--- src/rtl/hazard_pkg.sv ---
// Shared types and constants for the pipeline hazard controller.
// Forward-select encodings match the datapath's ForwardAE/BE mux ordering.
package hazard_pkg;

    localparam logic [1:0] FWD_RF  = 2'b00;
    localparam logic [1:0] FWD_WB  = 2'b01;
    localparam logic [1:0] FWD_MEM = 2'b10;

    typedef struct packed {
        logic reg_write;
        logic mem_to_reg;
        logic pc_src;
    } ctrl_flags_t;

    // The M-stage result is newer than W, so it takes priority on a double match.
    function automatic logic [1:0] fwd_sel(input logic match_m, input logic wr_m,
                                           input logic match_w, input logic wr_w);
        if (match_m && wr_m) begin
            return FWD_MEM;
        end else if (match_w && wr_w) begin
            return FWD_WB;
        end
        return FWD_RF;
    endfunction

endpackage

--- src/rtl/hazard_if.sv ---
// Control bundle between the hazard unit and the datapath/decoder.
// The master side is the hazard unit; the slave side is the datapath.
interface hazard_if #(
    parameter int unsigned CNT_W = 16
) ();

    logic             RegWriteD;
    logic             MemtoRegD;
    logic             PCSrcD;
    logic             CondExE;
    logic             BranchTakenE;
    logic             Match_1E_M;
    logic             Match_1E_W;
    logic             Match_2E_M;
    logic             Match_2E_W;
    logic             Match_12D_E;
    logic [1:0]       ForwardAE;
    logic [1:0]       ForwardBE;
    logic             StallF;
    logic             StallD;
    logic             FlushD;
    logic             FlushE;
    logic             RegWriteW;
    logic             MemtoRegW;
    logic [CNT_W-1:0] StallCount;
    logic [CNT_W-1:0] FlushCount;

    modport master (
        input  RegWriteD, MemtoRegD, PCSrcD, CondExE, BranchTakenE,
        input  Match_1E_M, Match_1E_W, Match_2E_M, Match_2E_W, Match_12D_E,
        output ForwardAE, ForwardBE, StallF, StallD, FlushD, FlushE,
        output RegWriteW, MemtoRegW, StallCount, FlushCount
    );

    modport slave (
        output RegWriteD, MemtoRegD, PCSrcD, CondExE, BranchTakenE,
        output Match_1E_M, Match_1E_W, Match_2E_M, Match_2E_W, Match_12D_E,
        input  ForwardAE, ForwardBE, StallF, StallD, FlushD, FlushE,
        input  RegWriteW, MemtoRegW, StallCount, FlushCount
    );

endinterface

--- src/rtl/hazard_unit_ctrl_flag_reg.sv ---
// N-bit pipeline flag register with synchronous active-low reset and
// synchronous clear (used to bubble a stage).
module ctrl_flag_reg #(
    parameter int unsigned N = 3
) (
    input  logic         clk,
    input  logic         reset,
    input  logic         clr,
    input  logic [N-1:0] d,
    output logic [N-1:0] q
);

    logic [N-1:0] flag_d;
    logic [N-1:0] flag_q;

    always_comb begin
        flag_d = d;
        if (clr) begin
            flag_d = '0;
        end
    end

    always_ff @(posedge clk) begin
        if (!reset) begin
            flag_q <= '0;
        end else begin
            flag_q <= flag_d;
        end
    end

    assign q = flag_q;

endmodule

--- src/rtl/hazard_unit.sv ---
// Hazard controller for the five-stage ARM pipeline: carries per-instruction
// qualifiers through E/M/W and derives forwarding, stall and flush controls.
module hazard_unit
    import hazard_pkg::*;
#(
    parameter int unsigned CNT_W = 16
) (
    input  logic     clk,
    input  logic     reset,
    hazard_if.master hz
);

    ctrl_flags_t      flags_d;
    ctrl_flags_t      flags_e;
    ctrl_flags_t      flags_m_in;
    ctrl_flags_t      flags_m;
    ctrl_flags_t      flags_w;
    logic             ld_stall;
    logic             pc_wr_pending;
    logic             stall_f;
    logic             flush_d;
    logic             flush_e;
    logic [CNT_W-1:0] stall_cnt_d;
    logic [CNT_W-1:0] stall_cnt_q;
    logic [CNT_W-1:0] flush_cnt_d;
    logic [CNT_W-1:0] flush_cnt_q;

    always_comb begin
        flags_d    = '{reg_write: hz.RegWriteD, mem_to_reg: hz.MemtoRegD, pc_src: hz.PCSrcD};
        flags_m_in = '{reg_write:  flags_e.reg_write & hz.CondExE,
                       mem_to_reg: flags_e.mem_to_reg,
                       pc_src:     flags_e.pc_src & hz.CondExE};
    end

    ctrl_flag_reg #(.N($bits(ctrl_flags_t))) u_flags_e (
        .clk(clk), .reset(reset), .clr(flush_e), .d(flags_d), .q(flags_e)
    );

    ctrl_flag_reg #(.N($bits(ctrl_flags_t))) u_flags_m (
        .clk(clk), .reset(reset), .clr(1'b0), .d(flags_m_in), .q(flags_m)
    );

    ctrl_flag_reg #(.N($bits(ctrl_flags_t))) u_flags_w (
        .clk(clk), .reset(reset), .clr(1'b0), .d(flags_m), .q(flags_w)
    );

    always_comb begin
        ld_stall      = hz.Match_12D_E & flags_e.mem_to_reg;
        pc_wr_pending = hz.PCSrcD | flags_e.pc_src | flags_m.pc_src;
        stall_f       = ld_stall | pc_wr_pending;
        flush_d       = pc_wr_pending | flags_w.pc_src | hz.BranchTakenE;
        flush_e       = ld_stall | hz.BranchTakenE;
    end

    // Controls are forced low while reset is held, independent of live D/E inputs.
    always_comb begin
        hz.ForwardAE = FWD_RF;
        hz.ForwardBE = FWD_RF;
        hz.StallF    = 1'b0;
        hz.StallD    = 1'b0;
        hz.FlushD    = 1'b0;
        hz.FlushE    = 1'b0;
        hz.RegWriteW = 1'b0;
        hz.MemtoRegW = 1'b0;
        if (reset) begin
            hz.ForwardAE = fwd_sel(hz.Match_1E_M, flags_m.reg_write, hz.Match_1E_W, flags_w.reg_write);
            hz.ForwardBE = fwd_sel(hz.Match_2E_M, flags_m.reg_write, hz.Match_2E_W, flags_w.reg_write);
            hz.StallF    = stall_f;
            hz.StallD    = ld_stall;
            hz.FlushD    = flush_d;
            hz.FlushE    = flush_e;
            hz.RegWriteW = flags_w.reg_write;
            hz.MemtoRegW = flags_w.mem_to_reg;
        end
    end

    always_comb begin
        stall_cnt_d = stall_cnt_q;
        flush_cnt_d = flush_cnt_q;
        if (stall_f && stall_cnt_q != '1) begin
            stall_cnt_d = stall_cnt_q + CNT_W'(1);
        end
        if ((flush_d || flush_e) && flush_cnt_q != '1) begin
            flush_cnt_d = flush_cnt_q + CNT_W'(1);
        end
    end

    always_ff @(posedge clk) begin
        if (!reset) begin
            stall_cnt_q <= '0;
            flush_cnt_q <= '0;
        end else begin
            stall_cnt_q <= stall_cnt_d;
            flush_cnt_q <= flush_cnt_d;
        end
    end

    assign hz.StallCount = stall_cnt_q;
    assign hz.FlushCount = flush_cnt_q;

endmodule

--- src/flat_wrapper.sv ---
// flat-port wrapper written by rule: the top's interface ports become plain ports
module hazard_unit_flat import hazard_pkg::*;
#(
    parameter int unsigned CNT_W = 16
)
  (clk, reset, hz_RegWriteD, hz_MemtoRegD, hz_PCSrcD, hz_CondExE, hz_BranchTakenE, hz_Match_1E_M, hz_Match_1E_W, hz_Match_2E_M, hz_Match_2E_W, hz_Match_12D_E, hz_ForwardAE, hz_ForwardBE, hz_StallF, hz_StallD, hz_FlushD, hz_FlushE, hz_RegWriteW, hz_MemtoRegW, hz_StallCount, hz_FlushCount);
  hazard_if #(.CNT_W(CNT_W)) hz_i ();
  input  logic clk;
  input  logic reset;
  input wire logic [$bits(hz_i.RegWriteD)-1:0] hz_RegWriteD;
  input wire logic [$bits(hz_i.MemtoRegD)-1:0] hz_MemtoRegD;
  input wire logic [$bits(hz_i.PCSrcD)-1:0] hz_PCSrcD;
  input wire logic [$bits(hz_i.CondExE)-1:0] hz_CondExE;
  input wire logic [$bits(hz_i.BranchTakenE)-1:0] hz_BranchTakenE;
  input wire logic [$bits(hz_i.Match_1E_M)-1:0] hz_Match_1E_M;
  input wire logic [$bits(hz_i.Match_1E_W)-1:0] hz_Match_1E_W;
  input wire logic [$bits(hz_i.Match_2E_M)-1:0] hz_Match_2E_M;
  input wire logic [$bits(hz_i.Match_2E_W)-1:0] hz_Match_2E_W;
  input wire logic [$bits(hz_i.Match_12D_E)-1:0] hz_Match_12D_E;
  output wire logic [$bits(hz_i.ForwardAE)-1:0] hz_ForwardAE;
  output wire logic [$bits(hz_i.ForwardBE)-1:0] hz_ForwardBE;
  output wire logic [$bits(hz_i.StallF)-1:0] hz_StallF;
  output wire logic [$bits(hz_i.StallD)-1:0] hz_StallD;
  output wire logic [$bits(hz_i.FlushD)-1:0] hz_FlushD;
  output wire logic [$bits(hz_i.FlushE)-1:0] hz_FlushE;
  output wire logic [$bits(hz_i.RegWriteW)-1:0] hz_RegWriteW;
  output wire logic [$bits(hz_i.MemtoRegW)-1:0] hz_MemtoRegW;
  output wire logic [$bits(hz_i.StallCount)-1:0] hz_StallCount;
  output wire logic [$bits(hz_i.FlushCount)-1:0] hz_FlushCount;
  assign hz_i.RegWriteD = hz_RegWriteD;
  assign hz_i.MemtoRegD = hz_MemtoRegD;
  assign hz_i.PCSrcD = hz_PCSrcD;
  assign hz_i.CondExE = hz_CondExE;
  assign hz_i.BranchTakenE = hz_BranchTakenE;
  assign hz_i.Match_1E_M = hz_Match_1E_M;
  assign hz_i.Match_1E_W = hz_Match_1E_W;
  assign hz_i.Match_2E_M = hz_Match_2E_M;
  assign hz_i.Match_2E_W = hz_Match_2E_W;
  assign hz_i.Match_12D_E = hz_Match_12D_E;
  assign hz_ForwardAE = hz_i.ForwardAE;
  assign hz_ForwardBE = hz_i.ForwardBE;
  assign hz_StallF = hz_i.StallF;
  assign hz_StallD = hz_i.StallD;
  assign hz_FlushD = hz_i.FlushD;
  assign hz_FlushE = hz_i.FlushE;
  assign hz_RegWriteW = hz_i.RegWriteW;
  assign hz_MemtoRegW = hz_i.MemtoRegW;
  assign hz_StallCount = hz_i.StallCount;
  assign hz_FlushCount = hz_i.FlushCount;
  hazard_unit #(.CNT_W(CNT_W)) u_core (.clk(clk), .reset(reset), .hz(hz_i));
endmodule
--- config.mk ---
export PLATFORM = sky130hd
export DESIGN_NAME = hazard_unit_flat
export DESIGN_NICKNAME = d
export VERILOG_FILES = /design/src/rtl/hazard_pkg.sv /design/src/rtl/hazard_if.sv /design/src/rtl/hazard_unit_ctrl_flag_reg.sv /design/src/rtl/hazard_unit.sv /design/src/flat_wrapper.sv
export SDC_FILE = /design/constraint.sdc
export NUM_CORES = 1
export LEC_CHECK = 0
export ABC_AREA = 0
export CAP_MARGIN = 20
export CORE_UTILIZATION = 42
export CTS_CLUSTER_SIZE = 30
export DETAILED_ROUTE_END_ITERATION = 12
export HOLD_SLACK_MARGIN = 0.12
export MAX_ROUTING_LAYER = met4
export PLACE_DENSITY_LB_ADDON = 0.08
export SLEW_MARGIN = 0
export SYNTH_ARGS = -nofsm -noshare
export SYNTH_HDL_FRONTEND = slang
export SYNTH_SLANG_ARGS = --single-unit
--- constraint.sdc ---
create_clock -name clk -period 2.1 [get_ports clk]
set_input_delay 0.42 -clock clk [delete_from_list [all_inputs] [get_ports clk]]
set_output_delay 0.42 -clock clk [all_outputs]
set_load 0.01 [all_outputs]
==> metrics.md <==
| Metric | Value |
|---|---|
| Status | finished clean |
| Total Nets Final | between 300 and 400 |
| DRC Markers | 0 |
| CTS tree | done |
| Area added between synthesis and finish | 45.3% |
| Main synth FF type | dfxtp_1 |
| DR vias/cell | ~5.3 |
| Clock Skew | slightly below 0.009 ns |
| Unrepaired setup endpoints after global routing | false |
| Clock latency on the worst-skew pair | about 0.29 ns |
| Vias post-DR | about 1,800 |
| Final hold viol count | 0 |
| Most frequent cells in the layout | clkdlybuf4s50_1 (46), dfxtp_1 (39), nor2_1 (33), nand2_1 (19), buf_4 (18) |
| Sink Count | 41 |
| Lkg Pwr | approximately 1.1 nW |
| Core region area | ~0.0044 mm^2 |
| Final Cycle Share | 0.962 |
| CP peak stage delay | between 0.4 and 0.5 ns |
| Synth Warn # | 0 |
| Final WL | between 4 and 5 mm |
| H-tree depth | 2 |
| Vias in the first global route | approximately 1,700 |
| Placed Instances | around 330 |
| Syn avg cell area | approximately 8.6 um^2 |
| WL per Instance | around 13 um |
| Non-Filler Instances | between 300 and 400 |
| Pwr Density | roughly 570 mW/mm^2 |
| Critical path type | in -> out |
| Crit end category | output port |
| DR pass1 iterations | 4 |
| Row count | 24 |
| Slew headroom | 0.704 |
| GR Overflow Total | 0 |
| Antenna diode count | 0 |
| # IOs | 54 |
| Slowest library cell on the worst path | clkdlybuf4s50_1 |
| Startpoint types | input pin |
| Placer Congestion | approximately 0.85 |
| Setup-failing EPs final | 0 |
| Initial drt markers | 79 |
| Fraction of layout cells with a size suffix above 1 | 0.134 |
| Flops & latches, synth | 41 |
| Worst Path Required | 1.68 ns |
| Min-Delay Path Class | reg -> reg |
| Die height | ~70 um |
| Root Buffer | clkbuf_8 |
| Final antenna-violating net count | 0 |
| Max Cap Violations | 0 |
| Top cell by count, worst path | clkdlybuf4s50_1 |
| Final min period | around 2.0 ns |
| CP arrival | between 1.5 and 2 ns |
| Detailed Place HPWL | about 3.3 mm |
| First-pass GRT wire length | approximately 7.7 mm |
| Mapped Cells | about 220 |
| Min Hold Slack | between 0.4 and 0.5 ns |
| Synth unique cells | 39 |
| EDFF count, synth | 0 |
| Max rail drop VDD | approximately 0.49 mV |
| Share of synthesized registers carrying an async set or reset | 0 |
| Synth Net Count | ~240 |
| Largest net degree at the start of global routing | 18 |
| Starting Density | 0.435 |
| Final Max Slew Viols | 0 |
| Achievable Freq | 495 MHz |
| IO buf count | 53 |
| Mapped Area | about 0.0019 mm^2 |
| Clock Tree Buf Depth | 2 |
| CTS clk-pin slew, worst paths | ~0.07 ns |
| Actual slew at the worst max-slew pin | around 0.44 ns |
| Area share of the largest cell type after synthesis | 0.434 |
| Die area | 0.00478 mm^2 |
| Initial antenna violation count | 0 |
| DIE WIDTH | ~69 um |
| Synth area leader | dfxtp_1 |
| Most common cell after layout, fill and taps aside | clkdlybuf4s50_1 |
| Cts bufs inserted | 5 |
| Top post-synthesis cells by area | dfxtp_1 (43%), xnor2_1 (7.9%), nor2_1 (6.5%) |
| Total GRT Usage | 0.201 |
| CP max FO | 2 |
| Sequence of cells on the critical path | clkdlybuf4s50_1, nand2_1, and3_1, clkdlybuf4s50_1 |
| Setup TNS | 0 ns |
| Post-synthesis sequential area ratio | 0.434 |
-- where the power goes --
group	internal, mW	switching [mW]	leakage (nW)
combinational	0.0929	0.0726	0.671
clock	0.309	0.271	0.0536
sequential	0.795	0.0165	0.333
total	1.20	0.360	1.06
-- cell type report --
cell class,count,area [um^2]
inverters,2,7.51
multi-input cells,168,1080
clock inverters,1,8.76
fillers,406,1600
well taps,52,65.1
repair buffers,71,661
clock buffers,7,97.6
flip-flops and latches,41,828
-- synth_stat cells, types with 2 or more instances --
cell type   n
dfxtp_1    41
nor2_1     33
nand2_1    20
and3_1     17
xnor2_1    17
nand4_1     9
clkbuf_1    7
a21oi_1     6
and2_1      6
nand3_1     6
nor3_1      6
xor2_1      5
a211oi_1    4
nor4_1      4
o211ai_1    4
o21ai_0     4
or4_1       4
and4_1      3
a31oi_1     2
ha_1        2
inv_1       2
nor4b_1     2
-- worst paths after layout --
check	endpoint	depth (start not counted)	slack, ns	startpoint
max	hz_ForwardBE[0]	4	0.08	hz_Match_2E_M
min	u_core.u_flags_w.q[1]$_SDFF_PN0_	1	0.43	u_core.u_flags_m.q[1]$_SDFF_PN0_
min reg2reg	u_core.u_flags_w.q[1]$_SDFF_PN0_	1	0.43	u_core.u_flags_m.q[1]$_SDFF_PN0_
max reg2reg	u_core.hz.FlushCount[11]$_SDFFE_PN0P_	6	0.08	u_core.hz.FlushCount[1]$_SDFFE_PN0P_
-- sequential cells by signal, summed over array words and instances, names as in the netlist --
register / cells
u_core.hz.FlushCount: 16
u_core.hz.StallCount: 16
u_core.u_flags_e.q: 3
u_core.u_flags_m.q: 3
u_core.u_flags_w.q: 3
-- critical path, delay by kind of cell --
family	cells	cell delay (ns)
buf+inv	2	0.95
simple gates	2	0.23
-- cell families after synthesis --
| kind of cell | count (synthesis) | share of synthesized area |
|---|---|---|
| mux | 1 | 0.00529 |
| xor+xnor | 22 | 0.102 |
| buf+inv | 12 | 0.0284 |
| simple gates | 116 | 0.320 |
| fa+ha+maj | 2 | 0.0132 |
| flops | 41 | 0.434 |
| compound gates | 27 | 0.0978 |
-- through the flow --
step | area, um^2 | power (mW) | util | worst slack, ns
2_1_floorplan | 1930 | 0.897 | - | -0.0362
3_3_place_gp | 2590 | 0.989 | 0.596 | -0.363
3_5_place_dp | 2590 | 0.991 | 0.596 | -0.383
4_1_cts | 2730 | 1.58 | 0.626 | -0.0202
5_1_grt | 2750 | 1.63 | 0.632 | 0.00610
6_report | 2750 | 1.56 | 0.632 | 0.0802
-- layer usage --
metal | global-route usage | wire, um | vias up
li1 | - | - | 926
met1 | 0.237 | 2090 | 845
met2 | 0.334 | 2160 | 32
met3 | 0.0482 | 148 | 11
met4 | 0.0680 | 89 | 0
met5 | - | 0 | -
-- what timing repair did --
item,CTS,global route
hold buffers,0,0
setup buffers,1,1
setup endpoints to repair,12,6
gates resized for setup,12,6
pin swaps,0,3
No activity file was read; power rests on OpenSTA's default activity.
